==> src/rtl/dither_result_tx_pkg.sv <==
// states: FSM encodings shared across the dither pipeline.
// tx_state_t includes TX_PACK only when TX_PACK_1BPP_EN is defined.
package states;

  typedef enum logic [1:0] {
    ST_IDLE,
    ST_LOAD,
    ST_DITHER,
    ST_STORE
  } state_t;

  typedef enum logic [2:0] {
    TX_IDLE,
    TX_READ,
    TX_WAITQ,
`ifdef TX_PACK_1BPP_EN
    TX_PACK,
`endif
    TX_HOLD,
    TX_SHIFT,
    TX_GAP,
    TX_FIN
  } tx_state_t;

endpackage

==> src/rtl/dither_result_tx_shifter.sv <==
// spi_byte_shifter: sends one byte as an SPI mode-0 frame, MSB first.
// It waits in HOLD for the MCU, shifts in SHIFT, then closes the frame with a GAP.
module spi_byte_shifter
  import states::*;
#(
  parameter int SCLK_DIV = 2
) (
  input  logic       clk,
  input  logic       reset_n,
  input  logic       load_i,
  input  logic [7:0] byte_i,
  input  logic       ready_i,
  output logic       sclk_o,
  output logic       miso_o,
  output logic       cs_n_o,
  output logic       frame_done_o
);

  localparam int               DIV_W    = (SCLK_DIV > 1) ? $clog2(SCLK_DIV) : 1;
  localparam logic [DIV_W-1:0] DIV_LAST = DIV_W'(SCLK_DIV - 1);

  tx_state_t        phase_q, phase_d;
  logic [7:0]       sreg_q, sreg_d;
  logic [DIV_W-1:0] div_q, div_d;
  logic [2:0]       bit_q, bit_d;
  logic             sclk_q, sclk_d;
  logic             miso_q, miso_d;
  logic             cs_n_q, cs_n_d;
  logic             tick;

  assign tick = (div_q == DIV_LAST);

  always_comb begin
    // NOTE: every value assigned below gets a default first, so no path infers a latch.
    phase_d      = phase_q;
    sreg_d       = sreg_q;
    div_d        = div_q;
    bit_d        = bit_q;
    sclk_d       = sclk_q;
    miso_d       = miso_q;
    cs_n_d       = cs_n_q;
    frame_done_o = 1'b0;
    unique case (phase_q)
      TX_HOLD: begin
        if (ready_i) begin
          cs_n_d  = 1'b0;
          miso_d  = sreg_q[7];
          div_d   = '0;
          bit_d   = '0;
          phase_d = TX_SHIFT;
        end
      end
      TX_SHIFT: begin
        div_d = tick ? '0 : div_q + 1'b1;
        if (tick) begin
          sclk_d = ~sclk_q;
          // Data advances on the falling edge; the eighth falling edge closes the frame.
          if (sclk_q) begin
            if (bit_q == 3'd7) begin
              cs_n_d  = 1'b1;
              miso_d  = 1'b0;
              phase_d = TX_GAP;
            end else begin
              bit_d  = bit_q + 3'd1;
              sreg_d = {sreg_q[6:0], 1'b0};
              miso_d = sreg_q[6];
            end
          end
        end
      end
      TX_GAP: begin
        div_d = tick ? '0 : div_q + 1'b1;
        if (tick) begin
          frame_done_o = 1'b1;
          phase_d      = TX_IDLE;
        end
      end
      default: begin
        if (load_i) begin
          sreg_d  = byte_i;
          phase_d = TX_HOLD;
        end
      end
    endcase
  end

  always_ff @(posedge clk or negedge reset_n) begin
    if (!reset_n) begin
      phase_q <= TX_IDLE;
      sreg_q  <= '0;
      div_q   <= '0;
      bit_q   <= '0;
      sclk_q  <= 1'b0;
      miso_q  <= 1'b0;
      cs_n_q  <= 1'b1;
    end else begin
      // NOTE: registers use non-blocking assignments so all of them sample pre-edge values.
      phase_q <= phase_d;
      sreg_q  <= sreg_d;
      div_q   <= div_d;
      bit_q   <= bit_d;
      sclk_q  <= sclk_d;
      miso_q  <= miso_d;
      cs_n_q  <= cs_n_d;
    end
  end

  assign sclk_o = sclk_q;
  assign miso_o = miso_q;
  assign cs_n_o = cs_n_q;

endmodule

==> src/rtl/dither_result_tx.sv <==
// dither_result_tx: reads the dithered image back from SRAM and streams it to the MCU over SPI.
// Define TX_PACK_1BPP_EN to pack the MSBs of 8 consecutive pixels into each byte frame.
module dither_result_tx
  import states::*;
#(
  parameter int IMAGEX           = 16,
  parameter int IMAGEY           = 16,
  parameter int IMAGE_SIZE       = IMAGEX * IMAGEY,
  parameter int IMAGE_ADDR_WIDTH = $clog2(IMAGE_SIZE),
  parameter int RGB_SIZE         = 8,
  parameter int SCLK_DIV         = 2
) (
  input  logic                        clk,
  input  logic                        reset_n,
  input  logic                        start,
  output logic [IMAGE_ADDR_WIDTH-1:0] sram_addr,
  output logic                        sram_rden,
  input  logic [RGB_SIZE-1:0]         sram_q,
  input  logic                        mcu_ready,
  output logic                        spi_sclk,
  output logic                        spi_miso,
  output logic                        spi_cs_n,
  output logic                        busy,
  output logic                        done
);

  localparam logic [IMAGE_ADDR_WIDTH-1:0] LAST_ADDR = IMAGE_ADDR_WIDTH'(IMAGE_SIZE - 1);

  tx_state_t                   state_q, state_d;
  logic [IMAGE_ADDR_WIDTH-1:0] addr_q, addr_d;
  logic [7:0]                  byte_q, byte_d;
  logic                        busy_q, busy_d;
  logic                        done_q, done_d;
  logic                        load_q, load_d;
  logic                        frame_done;
  logic                        unused_sram_bits;
`ifdef TX_PACK_1BPP_EN
  logic [2:0]                  pack_q, pack_d;
`endif

  // Only the top byte (or just the MSB when packing) of each pixel is transmitted.
  assign unused_sram_bits = ^sram_q;

  always_comb begin
    state_d = state_q;
    addr_d  = addr_q;
    byte_d  = byte_q;
    busy_d  = busy_q;
    done_d  = 1'b0;
    load_d  = 1'b0;
`ifdef TX_PACK_1BPP_EN
    pack_d  = pack_q;
`endif
    unique case (state_q)
      TX_IDLE: begin
        if (start) begin
          busy_d  = 1'b1;
          state_d = TX_READ;
        end
      end
      TX_READ: state_d = TX_WAITQ;
      TX_WAITQ: begin
`ifdef TX_PACK_1BPP_EN
        byte_d  = {byte_q[6:0], sram_q[RGB_SIZE-1]};
        state_d = TX_PACK;
`else
        byte_d  = sram_q[RGB_SIZE-1 -: 8];
        load_d  = 1'b1;
        state_d = TX_HOLD;
`endif
      end
`ifdef TX_PACK_1BPP_EN
      TX_PACK: begin
        pack_d = pack_q + 3'd1;
        if (pack_q == 3'd7) begin
          load_d  = 1'b1;
          state_d = TX_HOLD;
        end else begin
          addr_d  = addr_q + 1'b1;
          state_d = TX_READ;
        end
      end
`endif
      // The top FSM parks in HOLD for the whole frame; the shifter splits it into HOLD, SHIFT and GAP.
      TX_HOLD: begin
        if (frame_done) begin
          if (addr_q == LAST_ADDR) begin
            done_d  = 1'b1;
            busy_d  = 1'b0;
            state_d = TX_FIN;
          end else begin
            addr_d  = addr_q + 1'b1;
            state_d = TX_READ;
          end
        end
      end
      TX_FIN: begin
        addr_d  = '0;
        state_d = TX_IDLE;
      end
      default: state_d = TX_IDLE;
    endcase
  end

  always_ff @(posedge clk or negedge reset_n) begin
    if (!reset_n) begin
      state_q <= TX_IDLE;
      addr_q  <= '0;
      byte_q  <= '0;
      busy_q  <= 1'b0;
      done_q  <= 1'b0;
      load_q  <= 1'b0;
`ifdef TX_PACK_1BPP_EN
      pack_q  <= '0;
`endif
    end else begin
      state_q <= state_d;
      addr_q  <= addr_d;
      byte_q  <= byte_d;
      busy_q  <= busy_d;
      done_q  <= done_d;
      load_q  <= load_d;
`ifdef TX_PACK_1BPP_EN
      pack_q  <= pack_d;
`endif
    end
  end

  spi_byte_shifter #(
    .SCLK_DIV(SCLK_DIV)
  ) u_shifter (
    .clk         (clk),
    .reset_n     (reset_n),
    .load_i      (load_q),
    .byte_i      (byte_q),
    .ready_i     (mcu_ready),
    .sclk_o      (spi_sclk),
    .miso_o      (spi_miso),
    .cs_n_o      (spi_cs_n),
    .frame_done_o(frame_done)
  );

  assign sram_addr = addr_q;
  assign sram_rden = (state_q == TX_READ);
  assign busy      = busy_q;
  assign done      = done_q;

endmodule

==> config.mk <==
export PLATFORM = sky130hd
export DESIGN_NAME = dither_result_tx
export DESIGN_NICKNAME = d
export VERILOG_FILES = /design/src/rtl/dither_result_tx_pkg.sv /design/src/rtl/dither_result_tx_shifter.sv /design/src/rtl/dither_result_tx.sv
export SDC_FILE = /design/constraint.sdc
export NUM_CORES = 1
export LEC_CHECK = 0
export ABC_CLOCK_PERIOD_IN_PS = 2850
export BUFFER_PORTS_ARGS = -buffer_cell sky130_fd_sc_hd__buf_2
export CORE_MARGIN = 3
export CORE_UTILIZATION = 55
export CTS_CLUSTER_DIAMETER = 100
export CTS_CLUSTER_SIZE = 12
export DETAILED_ROUTE_END_ITERATION = 10
export HOLD_SLACK_MARGIN = 0.15
export PLACE_DENSITY = 0.89
export SKIP_LAST_GASP = 1
export SLEW_MARGIN = 0
export SYNTH_ARGS = -nofsm -noshare
export SYNTH_HDL_FRONTEND = slang
export SYNTH_SLANG_ARGS = --single-unit
export TNS_END_PERCENT = 50
==> constraint.sdc <==
create_clock -name clk -period 2.85 [get_ports clk]
set_input_delay 0.1425 -clock clk [delete_from_list [all_inputs] [get_ports clk]]
set_output_delay 0.1425 -clock clk [all_outputs]
set_load 0.005 [all_outputs]
==> results <==
- The run finished with clean final reports.
- The number of nets in the layout is approximately 230.
- The arrival time reported for the critical path endpoint is 2.06 ns.
- The synthesized design contains 0 enable-type register cells.
- Of the available clock period, the critical path in the final layout requires 0.653.
- Across the VDD grid, the largest voltage drop is approximately 0.45 mV.
- Measured along the x axis, the die boundary spans 65.6 um.
- Counting stages on the worst path, the most repeated cell is ha_1.
- After legalization and detailed placement, the total HPWL measured 2350 um.
- Yosys attributes the largest share of cell area to dfrtp_1, mux2i_1, mux2_2.
- The floorplan step defined a core boundary enclosing between 0.003 and 0.004 mm^2.
- The number of pins with negative max-slew slack in the final report is 0.
- STA puts the critical path data required time at 3.05 ns.
- For this run, the detailed router's first-pass iteration total came to 4.
- Of the total synthesized cell area, the portion taken by full adders, half adders and majority gates is 0.0192.
- The number of nets in the synthesized netlist is 194.
- Counting both buffers and inverters, the worst setup path holds a total of 0.
- The category of the critical setup timing path is flip-flop to flip-flop.
- The compound-cell area share of the yosys netlist is 0.116.
- The floorplan has 21 rows.
- The worst setup skew after layout is 0.00573 ns.
- The area taken by multi-input logic gates is 896 um^2.
- For this design the total switching power over the nets is 0.596 mW.
- Of the total power, the share spent switching nets is 0.336.
- The combinational group share of total power is 0.291.
- The TritonCTS clock tree is built.
- In the routed layout, each cell is associated on average with a via count of about 5.4.
- The die covers 0.00431 mm^2.
- The dominant register cell in the synthesized netlist is dfrtp_1.
- The effective utilization at floorplan is 0.577.
- The remaining antenna violation count after routing is 0.
- The most instantiated library cell after synthesis is dfrtp_1.
- The maximum level of the CTS H-tree is 2.
- Measured against the total synthesized area, the mux share comes to 0.118.
- Once layout is complete, the utilization of the core stands at 0.671.
- The average routed wire per standard cell is about 13 um.
- For this block, the initial DRC count from the detailed router was 82.
- The synthesis-stage register bit count is 40.
- The top-area cell type share of the netlist area is 0.499.
- Setup repair after global routing left no endpoint under its margin.
- In the final layout, the share of cells above drive strength 1 is 0.254.
- The worst setup path is launched from a flip-flop.
- Yosys printed 0 warnings.
- Clock-pin slew was measured on the worst setup and hold paths at 0.11 ns.
- Summing internal, switching and leakage power gives 1.77 mW.
- The pin slew with the least headroom to its limit is 0.840 ns.
- The worst setup path is captured at a flip-flop.
- The netlist area before placement is 0.00196 mm^2.
- Compared with the post-synthesis result, the final layout area differs by 16.3%.
- The cell at the slowest stage of the critical path is a32oi_2.
- The analysis attributes to cell leakage a power of 1.04 nW.
- The share of synthesized cell area in and, or, nand and nor gates is 0.200.
- The areal power density over the cells is 779 mW/mm^2.
- The share of the Yosys chip area taken by registers is 0.512.
- The floorplan step set the die height to 65.6 um.
- A synthesized cell averages 10.9 um^2.
- The number of ports placed on the die boundary is 26.
- The final antenna diode count is 0.
- In the routed design, unresolved DRC markers number 0.
- Setup violations remaining at the end of the flow were counted as 0.
- Clock latency on the worst-skew pair, taken at its later pin, is 0.34 ns.
- Of the total synthesized cell area, the portion taken by XOR and XNOR cells is 0.00448.
- Based on the critical path, the design can be clocked at up to 0.538 GHz.
- The total congestion overflow is 0.
- The internal portion of total power is ~1.2 mW.
- The pin count of the biggest net entering global routing is 41.
- The routed layout has 1410 vias.
- Summed over all layers, the routed wires come to 3410 um.
- The number of buffers created by CTS is 5.
- The buffers inserted during post-CTS setup optimization is 0.
- In this design, the stage delay of the slowest critical-path cell is between 0.5 and 0.6 ns.
- The synthesized design spends more area on one cell type than any other, namely dfrtp_1.
- Counting instances in the post-synthesis netlist gives the leading cell types as dfrtp_1, nand2_1, o21ai_0.
- The worst path setup slack after routing is 0.990 ns.
- The synthesized instance count is roughly 180.
- The filler cells instantiated in the layout total 251.
- The global-route wire length before repair is roughly 5900 um.
- The clock tree root buffer cell is clkbuf_4.
- The CTS sink count is 40.
- The number of global-route vias before repair is 1325.
- The number of max-cap violations is 0.
- The final instance area is ~0.0023 mm^2.
- Measured against its own limit, the worst slew margin works out to 0.440.
- The congestion estimate from routability-driven global placement came to ~0.86.
- The count of buffers added on input and output ports is 25.
- After synthesis, the netlist uses 48 different library cells.
- The critical path goes through ha_1, ha_1, and3b_2, a32oi_2, o21ai_0.
- No sink is reached through more buffers than the 2 on the longest clock path.
- The class of the most critical hold timing path is primary input to async pin.
- Of the total power, registers draw 0.535.
- In the global route stage, overall resource usage came out at 0.177.
- The total cell area at the placement stage is 0.00210 mm^2.
- Counting flops with an async set or reset pin after synthesis yields a share of 1.00.
- Before CTS, the worst setup slack after placement is 0.950 ns.
- The kind of cell adding the most delay to the critical path is compound AO/OA/AOI/OAI gates.
- After synthesis, the largest family of logic cells by area is simple AND/OR/NAND/NOR gates.
- The final-report hold violation count is 0.
- The number of antenna violations at the first check in global routing is 0.
- Setup total negative slack on the finished layout was measured at 0 ns.
- The final critical delay including setup and external delays is approximately 1.9 ns.
- In this run the worst path has a maximum fanout of 16.
- Of the total power, the clock network draws 0.174.
- Summing all flip-flop and latch instances after layout gives around 0.001 mm^2.
metrics by stage:
| step | hold WS [ns] | instances |
|---|---|---|
| 2_1_floorplan | -0.153 | 179 |
| 3_3_place_gp | 0.298 | 241 |
| 3_5_place_dp | 0.302 | 241 |
| 4_1_cts | 0.456 | 259 |
| 5_1_grt | 0.506 | 259 |
| 6_report | 0.426 | 259 |
state kept, by name (all words and copies together) (netlist names), 3 cells and up:
signal             flops
sram_addr              8
u_shifter.sreg_q       8
state_q                3
u_shifter.bit_q        3
byte_q                 8
u_shifter.phase_q      3
repair_timing:
action | in CTS | in global routing
setup endpoints to repair | 0 | 0
resized for setup | 0 | 0
hold buffers | 11 | 0
hold endpoints to repair | 49 | 0
path summary, 6_finish.rpt:
path / cells past startpoint / end / slack, ns / from
max: 5 / u_shifter.sreg_q[1] / 0.99 / u_shifter.bit_q[0]
min: 2 / u_shifter.phase_q[1] / 0.43 / reset_n
max reg2reg: 5 / u_shifter.sreg_q[1] / 0.99 / u_shifter.bit_q[0]
max in group asynchronous: 2 / sram_addr[1] / 1.90 / reset_n
min in group clk: 2 / u_shifter.miso_o / 0.49 / u_shifter.miso_o
min reg2reg: 2 / u_shifter.miso_o / 0.49 / u_shifter.miso_o
layout make-up:
class	instances	area share
Multi-Input combinational cell	127	0.394
Sequential cell	40	0.441
Inverter	1	0.00165
Timing Repair Buffer	38	0.110
Clock buffer	7	0.0286
Tap cell	46	0.0253
cell usage in the layout (no fill, tap or decap), types with 2 or more instances in the layout:
cell type and n:
dlygate4sd3_1 11, nand2_1 21, nor3b_1 2, and2_1 2, nor3_1 4, o21ai_0 15, dfrtp_1 39, or2b_1 2
or2_2 2, nand3_1 9, mux2i_1 13, a21oi_1 7, ha_1 3, buf_4 2, clkbuf_8 2, nand4_1 2
a22o_1 2, buf_2 25, clkbuf_4 5, nand3b_1 2, nor2_1 7, mux2_2 9
power by group through the flow:
stage / registers [mW] / logic, mW / clock network, mW
after floorplan: 0.878 / 0.438 / 0
after global placement: 0.949 / 0.482 / 0
after detailed placement: 0.955 / 0.514 / 0
after CTS: 0.946 / 0.524 / 0.318
after global routing: 0.983 / 0.587 / 0.345
final: 0.949 / 0.515 / 0.309
cell families (layout without fill, tap and decap cells):
family | after synthesis | in the layout
AND/OR/NAND/NOR | 67 | 67
flip-flops | 40 | 40
AO/OA/AOI/OAI | 34 | 34
multiplexers | 22 | 22
buffers and inverters | 12 | 46
adder cells (fa/ha/maj) | 3 | 3
XOR/XNOR | 1 | 1
worst reg2reg max path, cell delays in order, from the launching register on:
cell     delay (ns)
dfrtp_1        0.37
ha_1           0.15
ha_1           0.22
and3b_2        0.24
a32oi_2        0.53
o21ai_0        0.22
per-layer routing:
metal  share of wire  up-vias  track usage
met5               0        -            0
met4           0.023        0       0.0855
met3           0.033        8       0.0359
met2            0.46       27        0.265
met1            0.48      658        0.245
li1                -      717            -
Note: power is estimated with default switching activity, not from simulation.
